File: src/rtl/cpu_mem_pkg.sv
// Shared constants and types for the CPU memory responder slice.
package cpu_mem_pkg;

  localparam int unsigned AW     = 8;
  localparam int unsigned DW     = 16;
  localparam int unsigned WCNT_W = 4;

  typedef enum logic [1:0] {
    StIdle,
    StWait,
    StAccessDone
  } state_e;

endpackage

File: src/rtl/mem_responder_if.sv
// Request/response bundle between the MAR/MDR side and the memory responder.
interface mem_responder_if #(
  parameter int unsigned AW = cpu_mem_pkg::AW,
  parameter int unsigned DW = cpu_mem_pkg::DW
);
  logic          req;
  logic          we;
  logic [AW-1:0] addr_in;
  logic [DW-1:0] wdata;
  logic [DW-1:0] rdata;
  logic          ack;
  logic          err;
  logic          busy;

  modport master (
    output req, we, addr_in, wdata,
    input  rdata, ack, err, busy
  );

  modport slave (
    input  req, we, addr_in, wdata,
    output rdata, ack, err, busy
  );
endinterface

File: src/rtl/mem_responder_mem_array.sv
// Single-port DEPTH x DW store: synchronous write, registered synchronous read.
module mem_array #(
  parameter int unsigned AW    = cpu_mem_pkg::AW,
  parameter int unsigned DW    = cpu_mem_pkg::DW,
  parameter int unsigned DEPTH = 256
) (
  input  logic          clk,
  input  logic          rst,
  input  logic          en,
  input  logic          we,
  input  logic [AW-1:0] addr,
  input  logic [DW-1:0] din,
  output logic [DW-1:0] dout
);
  localparam int unsigned IdxW = (DEPTH > 1) ? $clog2(DEPTH) : 1;

  logic [DW-1:0]   store [DEPTH];
  logic [IdxW-1:0] idx;

  assign idx = addr[IdxW-1:0];

  // Contents survive reset; only the read register is cleared.
  always_ff @(posedge clk) begin
    if (en && we) begin
      store[idx] <= din;
    end
  end

  always_ff @(posedge clk or negedge rst) begin
    if (!rst) begin
      dout <= '0;
    end else if (en && !we) begin
      dout <= store[idx];
    end
  end
endmodule

File: src/rtl/mem_responder.sv
// Memory-side responder: latches a request, waits WAIT_CYCLES, then performs one access.
module mem_responder #(
  parameter int unsigned AW          = cpu_mem_pkg::AW,
  parameter int unsigned DW          = cpu_mem_pkg::DW,
  parameter int unsigned DEPTH       = 256,
  parameter int unsigned WAIT_CYCLES = 2
) (
  input  logic           clk,
  input  logic           rst,
  mem_responder_if.slave bus
);
  import cpu_mem_pkg::*;

  state_e              state_q, state_d;
  logic [WCNT_W-1:0]   cnt_q, cnt_d;
  logic [AW-1:0]       addr_q;
  logic [DW-1:0]       wdata_q;
  logic                we_q;
  logic                err_q;
  logic                capture;
  logic                go;

  logic [AW-1:0]       acc_addr;
  logic [DW-1:0]       acc_wdata;
  logic                acc_we;
  logic [31:0]         addr_ext;
  logic                in_range;
  logic                mem_en;
  logic [DW-1:0]       mem_dout;

  always_comb begin
    state_d = state_q;
    cnt_d   = cnt_q;
    capture = 1'b0;
    go      = 1'b0;
    unique case (state_q)
      StIdle: begin
        if (bus.req) begin
          capture = 1'b1;
          if (WAIT_CYCLES == 0) begin
            state_d = StAccessDone;
            go      = 1'b1;
          end else begin
            state_d = StWait;
            cnt_d   = WCNT_W'(WAIT_CYCLES - 1);
          end
        end
      end
      StWait: begin
        if (cnt_q == '0) begin
          state_d = StAccessDone;
          go      = 1'b1;
        end else begin
          cnt_d = cnt_q - 1'b1;
        end
      end
      StAccessDone: state_d = StIdle;
      default:      state_d = StIdle;
    endcase
  end

  always_ff @(posedge clk or negedge rst) begin
    if (!rst) begin
      state_q <= StIdle;
      cnt_q   <= '0;
      addr_q  <= '0;
      wdata_q <= '0;
      we_q    <= 1'b0;
      err_q   <= 1'b0;
    end else begin
      state_q <= state_d;
      cnt_q   <= cnt_d;
      err_q   <= go & ~in_range;
      if (capture) begin
        addr_q  <= bus.addr_in;
        wdata_q <= bus.wdata;
        we_q    <= bus.we;
      end
    end
  end

  // With zero wait states the access happens on the capture edge itself.
  assign acc_addr  = (state_q == StIdle) ? bus.addr_in : addr_q;
  assign acc_wdata = (state_q == StIdle) ? bus.wdata   : wdata_q;
  assign acc_we    = (state_q == StIdle) ? bus.we      : we_q;

  assign addr_ext = 32'(acc_addr);
  assign in_range = addr_ext < DEPTH;
  // Gating on rst keeps a write from landing while reset is asserted.
  assign mem_en   = go & in_range & rst;

  mem_array #(
    .AW   (AW),
    .DW   (DW),
    .DEPTH(DEPTH)
  ) u_mem_array (
    .clk (clk),
    .rst (rst),
    .en  (mem_en),
    .we  (acc_we),
    .addr(acc_addr),
    .din (acc_wdata),
    .dout(mem_dout)
  );

  assign bus.rdata = mem_dout;
  assign bus.ack   = (state_q == StAccessDone);
  assign bus.err   = err_q;
  assign bus.busy  = (state_q != StIdle);
endmodule

File: src/flat_wrapper.sv
// flat-port wrapper written by rule: the top's interface ports become plain ports
module mem_responder_flat import cpu_mem_pkg::*;
#(
  parameter int unsigned AW          = cpu_mem_pkg::AW,
  parameter int unsigned DW          = cpu_mem_pkg::DW,
  parameter int unsigned DEPTH       = 256,
  parameter int unsigned WAIT_CYCLES = 2
)
  (clk, rst, bus_req, bus_we, bus_addr_in, bus_wdata, bus_rdata, bus_ack, bus_err, bus_busy);
  mem_responder_if #(.AW(AW), .DW(DW)) bus_i ();
  input  logic clk;
  input  logic rst;
  input wire logic [$bits(bus_i.req)-1:0] bus_req;
  input wire logic [$bits(bus_i.we)-1:0] bus_we;
  input wire logic [$bits(bus_i.addr_in)-1:0] bus_addr_in;
  input wire logic [$bits(bus_i.wdata)-1:0] bus_wdata;
  output wire logic [$bits(bus_i.rdata)-1:0] bus_rdata;
  output wire logic [$bits(bus_i.ack)-1:0] bus_ack;
  output wire logic [$bits(bus_i.err)-1:0] bus_err;
  output wire logic [$bits(bus_i.busy)-1:0] bus_busy;
  assign bus_i.req = bus_req;
  assign bus_i.we = bus_we;
  assign bus_i.addr_in = bus_addr_in;
  assign bus_i.wdata = bus_wdata;
  assign bus_rdata = bus_i.rdata;
  assign bus_ack = bus_i.ack;
  assign bus_err = bus_i.err;
  assign bus_busy = bus_i.busy;
  mem_responder #(.AW(AW), .DW(DW), .DEPTH(DEPTH), .WAIT_CYCLES(WAIT_CYCLES)) u_core (.clk(clk), .rst(rst), .bus(bus_i));
endmodule
File: config.mk
export PLATFORM = sky130hd
export DESIGN_NAME = mem_responder_flat
export DESIGN_NICKNAME = d
export VERILOG_FILES = /design/src/rtl/cpu_mem_pkg.sv /design/src/rtl/mem_responder_if.sv /design/src/rtl/mem_responder_mem_array.sv /design/src/rtl/mem_responder.sv /design/src/flat_wrapper.sv
export SDC_FILE = /design/constraint.sdc
export NUM_CORES = 2
export LEC_CHECK = 0
export CAP_MARGIN = 40
export CORE_UTILIZATION = 35
export CTS_CLUSTER_DIAMETER = 150
export DETAILED_ROUTE_END_ITERATION = 6
export PLACE_DENSITY = 0.59
export SYNTH_ARGS = -nofsm -noshare
export SYNTH_HDL_FRONTEND = slang
export SYNTH_HIERARCHICAL = 1
export SYNTH_SLANG_ARGS = --single-unit
File: constraint.sdc
create_clock -name clk -period 5.3 [get_ports clk]
set_input_delay 1.325 -clock clk [delete_from_list [all_inputs] [get_ports clk]]
set_output_delay 1.325 -clock clk [all_outputs]
set_load 0.01 [all_outputs]
Word level (Yosys, flattened, before mapping)
Memory sizes are Yosys's and may differ from the RTL's. A register that Yosys moved wholly into a read port is not among the register bits.
Cells that the tools add are included.
- bitwise operators: 4
- $add $sub $neg: 1
- eq/ne operators: 5
- muxes and demuxes: 15
- reductions and logical operators: 10
- order comparisons: 1
- operator list (kind ; count):
    16-bit 2-to-1 mux ; 1
    8-bit by 9-bit < comparator with 1-bit output (second input constant) ; 1
    4-bit 2-to-1 mux ; 2
    8-bit 2-to-1 mux ; 1
    4-bit case mux with 2 select lines ; 1
    1-bit 2-to-1 mux ; 7
    4-bit logical NOT ; 1
    2-bit 2-to-1 mux ; 2
    2-bit != test (second input constant) ; 2
    2-bit case mux with 2 select lines ; 1
    2-bit nonzero test ; 2
    4-bit by 1-bit subtractor with 4-bit output (second input constant) ; 1
    1-bit bitwise AND ; 3
    3-bit AND reduction ; 1
    2-bit by 1-bit == test with 1-bit output (second input constant) ; 1
    2-bit == test (second input constant) ; 1
    1-bit logical AND ; 2
    1-bit logical NOT ; 2
    2-bit logical NOT ; 1
    2-bit by 1-bit != test with 1-bit output (second input constant) ; 1
    2-bit AND reduction ; 1
    1-bit inverter ; 1
- flip-flop bits (word level): 32
- RAM bits: 4096
- input port bits: 28
- output and inout port bits: 19
- memories: 1
- memories (memory ; words ; bits a word ; rd ports ; clocked after Yosys merged registers in ; wr ports ; line ; source):
    u_core.u_mem_array.store ; 256 ; 16 ; 1 ; 1 ; 1 ; mem_responder_mem_array.sv:17 ; logic [DW-1:0] store [DEPTH];

Depth between registers and ports, before layout
- word-level depth: 8
- gate-level depth with buffers: 17

Modules after synthesis
The synthesis kept the hierarchy.
- by module, submodules not included (module ; instances ; area an instance (um2) ; seq. area each (um2) ; cells each):
    mem_array ; 1 ; 158663.4 ; 123398.3 ; 7136
    mem_responder ; 1 ; 1662.8 ; 775.7 ; 117

Worst setup path after synthesis
Ideal clock, no wire load.
- path kind: input-to-reg
- start: input port bus_addr_in[0]
- end: memory u_core.u_mem_array.store[156][0] (enable)
- setup time: 0.430 ns
- slack: 0.378 ns
- stages on the path: 10
- arrival: 4.492 ns
- cell sequence: mux2_2 buf_6 buf_8 buf_8 buf_6 buf_6 buf_6 buf_4 buf_2 nor4_1
- cells in the longest elaborated chain, start to end: 7
- ends and longest elaborated chain (element ; line ; source):
    start: declaration ; flat_wrapper.sv:15 ; input wire logic [$bits(bus_i.addr_in)-1:0] bus_addr_in;
    8-bit 2-to-1 mux (*) ; mem_responder.sv:83 ; assign acc_addr = (state_q == StIdle) ? bus.addr_in : addr_q;
    8-bit by 9-bit < comparator with 1-bit output ; mem_responder.sv:88 ; assign in_range = addr_ext < DEPTH;
    1-bit bitwise AND (2 in a row) ; mem_responder.sv:90 ; assign mem_en = go & in_range & rst;
    1-bit logical AND ; mem_responder_mem_array.sv:24 ; if (en && we) begin
    1-bit 2-to-1 mux ; mem_responder_mem_array.sv:24 ;
    1-bit 2-to-1 mux (not written as such) ; mem_responder_mem_array.sv:25 ; store[idx] <= din;
    end: declaration ; mem_responder_mem_array.sv:17 ;
Every way passes the cells marked *; elsewhere a longest branch is shown, timed or not.

Worst setup path after layout
- start: register u_core.state_q[0]
- end: register u_core.u_mem_array.dout[7], read port of u_core.u_mem_array.store
- cells in the longest elaborated chain, start to end: 6
- elaborated cells on any way between the ends: 10
- ends and longest elaborated chain (element ; line ; source):
    start: declaration ; mem_responder.sv:14 ; state_e state_q, state_d;
    start signal: assignment ; mem_responder.sv:64 ; state_q <= StIdle;
    start signal: assignment ; mem_responder.sv:71 ; state_q <= state_d;
    2-bit logical NOT (*) ; mem_responder.sv:83 ;
    8-bit 2-to-1 mux (*) ; mem_responder.sv:83 ;
    via u_core.acc_addr[3] ; mem_responder.sv:23 ; logic [AW-1:0] acc_addr;
    8-bit by 9-bit < comparator with 1-bit output ; mem_responder.sv:88 ;
    1-bit bitwise AND (2 in a row) ; mem_responder.sv:90 ;
    1-bit logical AND ; mem_responder_mem_array.sv:32 ; end else if (en && !we) begin
    end: declaration ; mem_responder_mem_array.sv:13 ; output logic [DW-1:0] dout
The timed path passes the listed nets; every way through them passes the cells marked *.
A chain may end at the register's enable or synchronous reset.

==> metrics.md <==
| Metric | Value |
|---|---|
| Status | completed |
| Drt first pass iters | 6 |
| Clk slew on worst S/H paths | ~0.060 ns |
| # IOs | 47 |
| Post-synthesis mux area share | 16.3% |
| NetSw | 41500 uW |
| Yosys warns | 6 |
| Setup WS post-layout | 0.336 ns |
| Drt first-iter violations | ~11k |
| Post-CTS Hold Fix Bufs | 0 |
| Post-cts sizing count | 0 |
| Reg-to-Reg End | u_core/u_mem_array/dout[7] |
| Fin Clk Skew | ~0.085 ns |
| Power Density | 621 nW/um^2 |
| Sequential fraction of design power | 36.5% |
| DR WL/cell | 32.7 um |
| Layout fillers | 39.3k |
| Dpl cells | 13.7k |
| Peak supply drop | 0.755 mV |
| Synthesized area | roughly 160000 sq um |
| Commonest cells after routing, fill and taps aside | 4096 x edfxtp_1, 973 x mux4_2, 668 x buf_4 |
| Setup crit start | u_core/state_q[0] |
| Share of layout cells above drive strength 1 | between 30% and 40% |
| #FFs+latches synth | 4143 |
| Worst Hold Class | flip-flop to flip-flop |
| Worst Hold End | u_core/addr_q[4] |
| Initial antenna violation count | 28 |
| Via/cell ratio | ~5.7 |
| Req. time, crit path | between 6 and 7 ns |
| CTS root buf | clkbuf_16 |
| Final setup violating endpoints | 0 |
| CTS tree | done |
| Setup_tns | 0 ns |
| Maximum level of the CTS H-tree | 5 |
| Die H | 679 um |
| Starting Density | 35.1% |
| Most used flip-flop cell after synthesis | edfxtp_1 |
| Unrepaired setup endpoints after global routing | no |
| Post-synthesis compound-gate area fraction | 2.45% |
| Num CTS Buffers | 413 |
| Switching share of power | 35.4% |
| Gr busiest metal | met2 |
| Most common cell after layout, fill and taps aside | edfxtp_1 |
| DRC | 0 |
| Largest family of logic cells by synthesized area | multiplexers |
| Synth Area in Adders | less than 1% |
| Detailed-route via count | roughly 82k |
| Post-route insts no fill | about 14k |
| Number of flops mapped to enable cells by yosys | 4096 |
| Clk sink count | approximately 4.1k |
| Internal power | 75700 uW |
| Register area share after synthesis | 77.5% |
| Fin crit share | 93.7% |
| CP Class | flip-flop to flip-flop |
| DIE WIDTH | about 680 um |
| Drt total wl | 474 mm |
| Met3 Use GR | 3.74% |
| Async SR Flop Fraction | 1.13% |
| Global routing usage on met2 | 32.3% |
| Met1 Track Usage GR | a little over a quarter |
| Combinational power share | 38.1% |
| Count of input and output buffers | 45 |
| Antenna Nets Post-Route | 0 |
| Reg2reg start | u_core/state_q[0] |
| XOR/XNOR Fraction of Synth Area | 0% |
| Largest net degree at the start of global routing | 132 |
| Fin. max-slew vios | 0 |
| Final Hold Viols | 0 |
| Post-CTS setup buffer count | 0 |
| Leakage | 0.0599 uW |
| Syn avg cell area | 22.1 sq um |
| Clk pwr share | about 25% |
| Critical Path AT | approximately 5.8 ns |
| GR Overflow Total | 0 |
| Rel. slew slack | 28.3% |
| Simple-gate share of the synthesized area | 2.02% |
| R2R Setup Slk | 0.34 ns |
| Dpl ws | -0.480 ns |
| Cells after Synth | between 7k and 8k |
| Design area | approximately 190000 sq um |
| Dpl cell area | about 170000 sq um |
| Placed wire-length estimate | 299 mm |
| Min Tclk post-route | between 4 and 5 ns |
| FF-to-FF path depth | 11 |
| Worst hold stages | 1 |
| CTS max path bufs | 4 |
| Total track usage | 20.1% |
| Maxcap violations | 0 |
| CP Launch Type | flip-flop |
| Vias in the first global route | 81.9k |
| Die area | 461000 sq um |
| Cell variety after synth | slightly above 80 |
| Row Count | 248 |
| Routability cong. | 0.893 |
| Core area | 456000 sq um |
| Nets | 8168 |
| Tightest Pin Transition | 1.08 ns |
| First-pass GRT wire length | 656 mm |
| Max FO, Critical Path | 17 |
| FMAX | 0.201 GHz |
| Syn Nets | 7282 |
| Clock Latency Late Sink | 1.00 ns |
| Crit path capture type | flip-flop |
| Area Growth Syn to Fin | 17.7% |
| Min-delay src | u_core/addr_q[4] |
==> layer usage <==
metal	part of all wire, %	vias up	wire length [um]
li1	-	32500	-
met1	39	44600	184000
met2	48	4199	225000
met3	8.8	830	41700
met4	4.9	10	23000
met5	0.013	-	61
==> kinds of logic (layout without fill, tap and decap cells) <==
group                    Yosys count  in the layout
buffers and inverters            433           1662
AND/OR/NAND/NOR                  725            725
multiplexers                    1382           1382
other                              1             12
adder cells (fa/ha/maj)            1              1
AO/OA/AOI/OAI                    568            568
flip-flops                      4143           4143
==> critical path, stage by stage (launching register included) <==
cell	delay [ns]
dfrtp_1	0.46
nor2_4	0.33
buf_4	0.28
mux2_8	0.49
buf_12	0.23
inv_6	0.31
nand2_1	0.57
o22ai_1	0.70
nor3_1	0.22
o311ai_1	0.80
buf_4	0.24
a31oi_1	0.08
==> through the flow <==
| step | util (%) | power [uW] | hold slack [ns] |
|---|---|---|---|
| after floorplan | - | 68100 | 0.473 |
| after global placement | 38.3 | 87000 | 0.484 |
| after detailed placement | 38.3 | 87900 | 0.494 |
| after CTS | 41.3 | 117000 | 0.497 |
| after global routing | 41.4 | 120000 | 0.525 |
| final | 41.4 | 117000 | 0.505 |
==> cell type report <==
cell class	count	area [sq um]	area share [%]
diodes	11	27.5	0.0146
clock buffers	494	10800	5.73
clock inverters	264	2910	1.54
inverters	10	55.1	0.0292
multi-input cells	2677	34100	18.1
flip-flops and latches	4143	124000	65.8
well taps	6000	7510	3.98
repair buffers	894	9030	4.79
==> flip-flops by register name (all words and copies together), names as in the netlist <==
register / cells
u_core/u_mem_array/store: 4096
u_core/addr_q: 8
u_core/cnt_q: 4
u_core/wdata_q: 16
u_core/we_q: 1
u_core/u_mem_array/dout: 16
u_core/state_q: 2
==> Yosys cell counts (9+ instances only) <==
cell type / instances / area share (%)
edfxtp_1: 4096 / 77
o22ai_1: 72 / 0.28
dfrtp_1: 47 / 0.73
a31oi_1: 16 / 0.062
mux4_2: 973 / 14
o2111ai_1: 12 / 0.066
nand2_1: 149 / 0.35
nor2_1: 324 / 0.76
mux2_4: 18 / 0.17
a211oi_1: 9 / 0.042
o21ai_0: 101 / 0.32
nor2b_1: 17 / 0.066
a221oi_1: 23 / 0.13
nand3_1: 96 / 0.30
buf_1: 21 / 0.049
nor3_1: 43 / 0.13
a22oi_1: 138 / 0.65
a21oi_1: 72 / 0.22
clkbuf_1: 141 / 0.33
a22o_1: 17 / 0.093
and3_1: 14 / 0.055
o22a_1: 12 / 0.066
buf_6: 73 / 0.51
buf_4: 64 / 0.30
a32oi_1: 11 / 0.060
o221ai_1: 18 / 0.098
o211ai_1: 11 / 0.052
nor4_1: 23 / 0.090
nand4_1: 16 / 0.062
mux2_2: 71 / 0.50
mux2i_1: 320 / 2.0
buf_2: 106 / 0.33
buf_8: 11 / 0.10
==> power groups by stage <==
stage / Combinational, uW / Sequential, uW / Clock (uW)
2_1_floorplan: 24300 / 43900 / 0
3_3_place_gp: 43600 / 43400 / 0
3_5_place_dp: 44500 / 43400 / 0
4_1_cts: 44600 / 42700 / 30200
5_1_grt: 46100 / 42700 / 31300
6_report: 44700 / 42700 / 29700
==> worst max path at each step <==
stage | endpoint
final | u_core/u_mem_array/dout[7]
after global routing | u_core/u_mem_array/dout[8]
after CTS | u_core/u_mem_array/dout[7]
after detailed placement | u_core/u_mem_array/dout[8]
after global placement | u_core/u_mem_array/dout[4]
after floorplan | u_core/u_mem_array/store[156][0]
Power figures use the tool's default switching activity.
